--- src/rtl/mem_arb_pkg.sv ---
// Shared types for the unified fetch/data memory port arbiter:
// FSM states, grant owner encoding and the default starvation limit.
package mem_arb_pkg;

  typedef enum logic [1:0] {
    IDLE,
    IBUSY,
    DBUSY,
    RESP
  } arb_state_t;

  typedef enum logic {
    GRANT_I,
    GRANT_D
  } arb_owner_t;

  localparam int STARVE_DEF = 4;

endpackage

--- src/rtl/arb_starve_cnt.sv ---
// Consecutive data-grant counter; forces a fetch grant once data
// has won STARVE times in a row while a fetch was waiting.
module arb_starve_cnt
  import mem_arb_pkg::*;
#(
  parameter int STARVE = STARVE_DEF
) (
  input  logic clk,
  input  logic rst,
  input  logic i_grant_d,
  input  logic i_grant_i,
  input  logic i_ireq,
  output logic o_force_i
);

  localparam logic [3:0] LIM = 4'(STARVE);

  logic [3:0] r_dcnt;

  always_ff @(posedge clk or negedge rst) begin
    if (!rst) begin
      r_dcnt <= 4'd0;
    end else if (i_grant_d && i_ireq) begin
      if (r_dcnt != LIM)
        r_dcnt <= r_dcnt + 4'd1;
    end else if (i_grant_d || i_grant_i) begin
      r_dcnt <= 4'd0;
    end
  end

  // Saturates at LIM, so "dcnt < STARVE" is simply !force
  assign o_force_i = (r_dcnt == LIM);

endmodule

--- src/rtl/mem_port_arbiter.sv ---
// Arbiter/sequencer sharing one handshaked memory between the
// fetch stage and the MEM stage; one transaction in flight at a time.
module mem_port_arbiter
  import mem_arb_pkg::*;
#(
  parameter int AW     = 16,
  parameter int DW     = 32,
  parameter int STARVE = STARVE_DEF
) (
  input  logic          clk,
  input  logic          rst,
  input  logic          i_req,
  input  logic [AW-1:0] i_addr,
  input  logic          i_kill,
  output logic          i_ack,
  output logic [DW-1:0] i_rdata,
  input  logic          d_req,
  input  logic          d_we,
  input  logic [AW-1:0] d_addr,
  input  logic [DW-1:0] d_wdata,
  output logic          d_ack,
  output logic [DW-1:0] d_rdata,
  output logic          m_req,
  output logic          m_we,
  output logic [AW-1:0] m_addr,
  output logic [DW-1:0] m_wdata,
  input  logic [DW-1:0] m_rdata,
  input  logic          m_ack,
  output logic          if_stall,
  output logic          d_stall
);

  arb_state_t r_state;
  arb_owner_t r_owner;
  logic       r_killed;
  logic       r_i_ack;
  logic       r_d_ack;
  logic       r_m_req;
  logic       r_m_we;
  logic [AW-1:0] r_m_addr;
  logic [DW-1:0] r_m_wdata;
  logic [DW-1:0] r_i_rdata;
  logic [DW-1:0] r_d_rdata;

  logic w_idle;
  logic w_force_i;
  logic w_grant_d;
  logic w_grant_i;
  logic w_kill;

  assign w_idle    = (r_state == IDLE);
  assign w_grant_d = w_idle & d_req & (~i_req | ~w_force_i);
  assign w_grant_i = w_idle & ~w_grant_d & i_req & ~i_kill;
  // A kill in the completing cycle must already mask the ack
  assign w_kill    = r_killed | i_kill;

  arb_starve_cnt #(
    .STARVE(STARVE)
  ) u_starve (
    .clk      (clk),
    .rst      (rst),
    .i_grant_d(w_grant_d),
    .i_grant_i(w_grant_i),
    .i_ireq   (i_req),
    .o_force_i(w_force_i)
  );

  always_ff @(posedge clk or negedge rst) begin
    if (!rst) begin
      r_state   <= IDLE;
      r_owner   <= GRANT_I;
      r_killed  <= 1'b0;
      r_i_ack   <= 1'b0;
      r_d_ack   <= 1'b0;
      r_m_req   <= 1'b0;
      r_m_we    <= 1'b0;
      r_m_addr  <= '0;
      r_m_wdata <= '0;
      r_i_rdata <= '0;
      r_d_rdata <= '0;
    end else begin
      r_i_ack <= 1'b0;
      r_d_ack <= 1'b0;
      unique case (r_state)
        IDLE: begin
          unique case (1'b1)
            w_grant_d: begin
              r_state   <= DBUSY;
              r_owner   <= GRANT_D;
              r_m_req   <= 1'b1;
              r_m_we    <= d_we;
              r_m_addr  <= d_addr;
              r_m_wdata <= d_wdata;
            end
            w_grant_i: begin
              r_state  <= IBUSY;
              r_owner  <= GRANT_I;
              r_m_req  <= 1'b1;
              r_m_we   <= 1'b0;
              r_m_addr <= i_addr;
            end
            default: ;
          endcase
        end
        IBUSY, DBUSY: begin
          if (r_owner == GRANT_I && i_kill)
            r_killed <= 1'b1;
          if (m_ack) begin
            r_state <= RESP;
            r_m_req <= 1'b0;
            r_m_we  <= 1'b0;
            if (r_owner == GRANT_D) begin
              r_d_ack <= 1'b1;
              if (!r_m_we)
                r_d_rdata <= m_rdata;
            end else if (!w_kill) begin
              r_i_ack   <= 1'b1;
              r_i_rdata <= m_rdata;
            end
          end
        end
        RESP: begin
          r_state  <= IDLE;
          r_killed <= 1'b0;
        end
        default: r_state <= IDLE;
      endcase
    end
  end

  assign i_ack    = r_i_ack;
  assign d_ack    = r_d_ack;
  assign i_rdata  = r_i_rdata;
  assign d_rdata  = r_d_rdata;
  assign m_req    = r_m_req;
  assign m_we     = r_m_we;
  assign m_addr   = r_m_addr;
  assign m_wdata  = r_m_wdata;
  assign if_stall = i_req & ~i_ack;
  assign d_stall  = d_req & ~d_ack;

endmodule

--- config.mk ---
export PLATFORM = sky130hd
export DESIGN_NAME = mem_port_arbiter
export DESIGN_NICKNAME = d
export VERILOG_FILES = /design/src/rtl/mem_arb_pkg.sv /design/src/rtl/arb_starve_cnt.sv /design/src/rtl/mem_port_arbiter.sv
export SDC_FILE = /design/constraint.sdc
export NUM_CORES = 1
export LEC_CHECK = 0
export CAP_MARGIN = 20
export CELL_PAD_IN_SITES_DETAIL_PLACEMENT = 0
export CELL_PAD_IN_SITES_GLOBAL_PLACEMENT = 2
export CORE_MARGIN = 5
export CORE_UTILIZATION = 28
export CTS_BUF_LIST = sky130_fd_sc_hd__clkbuf_8
export CTS_CLUSTER_SIZE = 14
export DETAILED_ROUTE_END_ITERATION = 8
export PLACE_DENSITY_LB_ADDON = 0.1
export SETUP_SLACK_MARGIN = 0.4
export SLEW_MARGIN = 20
export SYNTH_ARGS = -nofsm -noshare
export SYNTH_HDL_FRONTEND = slang
export SYNTH_SLANG_ARGS = --single-unit
--- constraint.sdc ---
create_clock -name clk -period 5.33 [get_ports clk]
set_input_delay 0.7995 -clock clk [delete_from_list [all_inputs] [get_ports clk]]
set_output_delay 0.7995 -clock clk [all_outputs]
set_load 0.1 [all_outputs]
==> impl_metrics.toml <==
[run_status]
status = "finished, final reports clean"

[synthesis]
synth_edf_count = 0
syn-num-nets = 537
synth_area_um2 = 5050
synth_top_area_share_pct = 61.45
yosysWarnings = 0
synthTopCellsByCount = "134 x nand2_1, 124 x dfrtp_1, 63 x mux2_2"
synth_area_leader_cell = "dfrtp_1"
synth.top_cells.by_area = "dfrtp_1 61%, mux2_2 14%, nand2_1 10%"
seq_area_frac_synth_pct = 61.45
async_flop_share_pct = 100.0
synth.ff_latch_count = 124
synth_cell_type_count = 33
synthFlopType = "dfrtp_1"
synth.most_common_cell = "nand2_1"
avgSynthCellArea_um2 = 11.77
synthCells = 429

[global_routing]
grt_overflow = 0
grt_pass1_vias = 4189
grt_pass1_wl_mm = 22.50
track_usage_pct = 13.96
antenna_found_initial = 0
grt_max_degree = 64

[cells_and_area]
drive_gt1_share_pct = 16.29
n_antenna_cell = 0
area.sequential_um2 = 3103
fill_cells = 1667
num-nets-final = 758
area_growth_pct = 54.61
multi_input_area_um2 = 1758

[flow_run]
maxCapViolCount = 0

[drt]
routedWlPerCell_um = 16.17
vias_per_cell = 4.393
vias = 3919
drt_iter0_drc = 99
route.met3.wl_mm = 1.348
ant_nets = 0
dr.pass1.iters = 4
drc = 0
top_layer = "met4"
drt-total-wl_mm = 14.43
wl_met2_mm = 6.535
met1_length_mm = 6.317

[timing]
setup_violations = 0
rsz0062_at_grt = "false"
period_minus_slack_ns = 3.704
slew_headroom_pct = 30.58
fin_crit_sh_pct = 69.49
hold_viol = 0
worstMarginPinSlew_ns = 1.038
drv_slew = 0
max_freq_mhz = 270.0
finClkSkew_ns = 0.01343
fin_setup_tns_ns = 0

[setup_path]
cp-start-kind = "input port"
cp_data_required_time_ns = 4.53
critPathMaxFanout = 10
end_kind = "output pin"
crit_arrival_ns = 2.90
worstSetupPathType = "input port to output pin"

[die]
initial_core_util_pct = 28.30
coreArea_um2 = 17840
die_h_um = 144.3
rows = 49
io_pins = 221
die_area_um2 = 20820
die_w_um = 144.3

[clock_tree]
cts_tree = "done"
hold_buffers = 0
insertion_delay_ns = 0.44
ctsResizeCount = 0
cts.sinks = 124
htree_num_levels = 4
post_cts_buffers = 0
numCtsBuffers = 17
root_buffer = "clkbuf_8"
path_clk_slew_ns = 0.07
clock_path_buffers = 2

[placement]
port_buffers = 220
post-dp-hpwl_mm = 10.13
gp_congestion = 0.7070

[min_path]
hold_path.class = "flop to flop"
cell families (layout without fill, tap and decap cells):
group	after synthesis	in the layout	synth area share, %
adder cells (fa/ha/maj)	5	5	1.239
flip-flops	124	124	61.45
AO/OA/AOI/OAI	26	26	3.419
multiplexers	69	69	15.31
buffers and inverters	30	264	3.840
AND/OR/NAND/NOR	175	175	14.74
state kept, by name, summed over array words and instances, names as in the netlist:
| signal | count |
|---|---|
| m_we | 1 |
| i_rdata | 32 |
| m_wdata | 32 |
| u_starve.r_dcnt | 4 |
| i_ack | 1 |
| d_rdata | 32 |
| d_ack | 1 |
| r_killed | 1 |
| m_addr | 16 |
| r_state | 2 |
| r_owner | 1 |
| m_req | 1 |
final timing paths:
check	startpoint	to	slack (ns)	cells past startpoint
max	i_req	if_stall	1.63	3
min	m_wdata[21]$_DFFE_PN0P_	m_wdata[21]$_DFFE_PN0P_	0.48	2
max reg2reg	r_state[1]$_DFFE_PN0P_	m_addr[10]$_DFFE_PN0P_	2.94	6
min reg2reg	m_wdata[21]$_DFFE_PN0P_	m_wdata[21]$_DFFE_PN0P_	0.48	2
max in group asynchronous	rst	m_wdata[13]$_DFFE_PN0P_	4.24	2
min in group asynchronous	rst	i_rdata[13]$_DFFE_PN0P_	0.53	2
stage by stage:
stage	cell area (µm²)	std cells	hold slack [ns]	worst slack, ns	utilization, %
floorplan	5050	429	0.5039	2.227	-
global placement	7411	860	0.4570	1.641	41.54
detailed placement	7411	860	0.4615	1.642	41.54
CTS	7807	892	0.4800	1.626	43.76
global route	7807	892	0.5040	1.559	43.76
finish	7807	892	0.4777	1.626	43.76
critical path, cell delays in order:
cell and delay (ns):
clkdlybuf4s50_1 0.75, nor2b_1 0.20, clkdlybuf4s50_1 1.14
metal layers:
| layer | track usage, % | vias to the layer above |
|---|---|---|
| met4 | 5.007 | 0 |
| met5 | 0 | - |
| met1 | 17.92 | 1890 |
| li1 | - | 1865 |
| met2 | 21.36 | 143 |
| met3 | 5.622 | 21 |
layout make-up:
class | instances | share of cell area, %
flip-flops and latches | 124 | 39.74
multi-input cells | 275 | 22.52
inverters | 7 | 0.3365
repair buffers | 225 | 28.65
clock buffers | 17 | 2.997
well taps | 229 | 3.670
clock inverters | 15 | 2.083
cell usage in the layout, fill, tap and decap left out, types with 2 or more instances in the layout:
cell	Yosys	layout
mux2_1	3	3
o22ai_1	2	2
bufinv_16	0	2
inv_6	0	5
mux2_2	63	63
nor2b_1	2	2
clkinv_4	0	3
dfrtp_1	124	124
clkinvlp_4	0	3
ha_1	5	5
inv_1	7	7
clkinv_2	0	2
clkdlybuf4s50_1	0	219
nand3_1	9	8
nand2_1	134	134
clkbuf_8	0	17
and3_1	2	2
mux2i_1	3	3
nand2_2	2	2
o21ai_0	2	2
buf_4	2	6
a31oi_1	16	16
nor2_1	18	18
nand4b_1	2	2
Power is left out: the tool's default activity adds up to more than one toggle a clock period on the data nets, which glitch-free logic cannot reach.
==> patch: new RTL, same flow settings <==
One comparison of `r_dcnt` changes from == to >=.
--- a/src/rtl/arb_starve_cnt.sv
+++ b/src/rtl/arb_starve_cnt.sv
@@ -30,5 +30,5 @@
 
   // Saturates at LIM, so "dcnt < STARVE" is simply !force
-  assign o_force_i = (r_dcnt == LIM);
+  assign o_force_i = (r_dcnt >= LIM);
 
 endmodule
Formal check against the unedited RTL: same outputs for any inputs over 4 cycles, from zero or initial values and one cycle with rst low; that may be too few to reach the edited logic, so the function may still have changed.
==> patch against the original RTL <==
- worst setup slack better by 0.12 ns
- sequential cell count stayed put
- routed wire length is 2.2% lower
- count of clock-buffer cells in the layout is 1 higher
- highest routed layer unchanged
- synthesized area is 1.3% lower
- via count is 3.0% lower
- clock skew is 0.0028 ns lower
- final cell count is 1.2% lower
- final area is 0.67% lower
- hold slack worse by 0.0053 ns
Power is not shown: default switching activity piles up to over one toggle a cycle in this logic, so the estimate is an artifact.
==> patch: results (changes against the original RTL) <==
- Area after DPL: 7361 µm² (-0.68%)
- Worst Clk Skew: 0.01059 ns (-0.002847 ns)
- Post-synthesis sequential area ratio: 62.25% (+0.80 points)
- Largest net degree at the start of global routing: 72 (+13%)
- Layout Nets: 751 (-0.92%)
- Clock latency at the later pin of the worst-skew pair: 0.43 ns
- Synth warn: 0 (unchanged)
- 1st-iter DRT viols: 119 (+20%)
- Crit path launch: i_req
- R2R Path End: d_rdata[16]
- Top cells by count, synth: nand2_1 (134), dfrtp_1 (124), mux2_2 (63)
- R2r setup slk: 3.07 ns (+0.13 ns)
- Number of global-route vias before repair: 4138 (-1.2%)
- Tightest Pin Transition: 1.039 ns (+0.001335 ns)
- Clock transition at path regs: 0.07 ns (about the same)
- HP Class: reg -> reg
- Syn nets: 530 (-1.3%)
- First-pass detailed-route iteration total: 4 (unchanged)
- DR WL/cell: 16.02 µm (-0.94%)
- GP Congestion: 0.7199 (+1.8%)
- Initial antenna violation count: 0 (unchanged)
- Port bufs: 220 (unchanged)
- Global-route usage over all layers: 14.00% (+0.038 points)
- Worst setup path endpoint: if_stall
- Post-CTS setup buffers: 0 (unchanged)
- Setup WS post-layout: 1.745 ns (+0.1191 ns)
- Vias per cell: 4.313 (-1.8%)
- First-pass GRT wire length: 22260 µm (-1.1%)
- DPL Wire Length: 9762 µm (-3.7%)
- Cell with the most instances after synthesis: nand2_1
- Antenna diodes: 0 (unchanged)
- Slowest-stage cell, CP: clkdlybuf4s50_1
- Top_reg_cell synth: dfrtp_1
- WHS Path Cells: 2 (unchanged)
- Clock Tree Root: clkbuf_8
- Reg2reg path depth: 5 (-1)
- CP Data Arrival Time: 2.79 ns (-0.11 ns)
- Count of cell types in the netlist: 34 (+3.0%)
- Endpoints failing setup: 0 (unchanged)
- Status: finished clean
- Largest cells by area after synthesis: dfrtp_1 (62%), mux2_2 (14%), nand2_1 (10%)
- Crit Path Max Fanout: 6 (-4)
- Layout cells sized above 1: 16.46% (+0.17 points)
- Resize count post-CTS: 0 (unchanged)
- Longest Clk Path Bufs: 2 (unchanged)
- CTS H-Tree Depth: 4 (unchanged)
- Reg2reg start: r_state[0]
- Synth async-reset ratio: 100.0% (unchanged)
- Max incr delay on CP: 1.18 ns (+0.04 ns)
## patch: cell types whose count changed after synthesis, sizes merged, moves of 2 or more
cell    change
inv         +2
nand2       -2
o21ai       +2
clkbuf      +6
mux2i       -2
buf         -7
nand4b      -3
o21a        +2
nand3       -5
## patch: final cells by class
class	count	area, µm²
timing repair buffer	224	2230
fill	1633	9602
inverter	9	33.78
clock buffer	18	247.7
multi-input combinational	267	1713
sequential	124	3103
clock inverter	14	146.4
tap	225	281.5
## patch: per-stage QoR
step	std cells	utilization (%)	hold WS, ns
final	881	44.68	0.4725
after global routing	881	44.68	0.4936
after CTS	881	44.68	0.4787
after floorplan	422	-	0.4895
after global placement	849	42.41	0.4571
after detailed placement	849	42.41	0.4610
## patch: kinds of logic after synthesis
logic type	synth area share [%]
AO/OA/AOI/OAI	4.367
buffers and inverters	3.765
adder cells (fa/ha/maj)	1.255
AND/OR/NAND/NOR	13.40
flip-flops	62.25
multiplexers	14.96
## patch: worst max-delay path: cells and delay by family
family	cells	cell delay (ns)
buf+inv	2	1.79
simple gates	1	0.19
## patch: worst min path at each step
stage / start / endpoint
floorplan: r_state[1] / r_state[1]
detailed placement: m_wdata[31] / m_wdata[31]
CTS: m_wdata[31] / m_wdata[31]
global route: m_wdata[9] / m_wdata[9]
finish: m_wdata[31] / m_wdata[31]
global placement: m_wdata[1] / m_wdata[1]
## patch: layer usage
layer	vias up	global-route usage, %	share of wire (%)
li1	1836	-	-
met1	1808	16.69	42
met2	147	22.45	47
met3	9	6.456	10
met4	0	4.757	0.86
met5	-	0	0
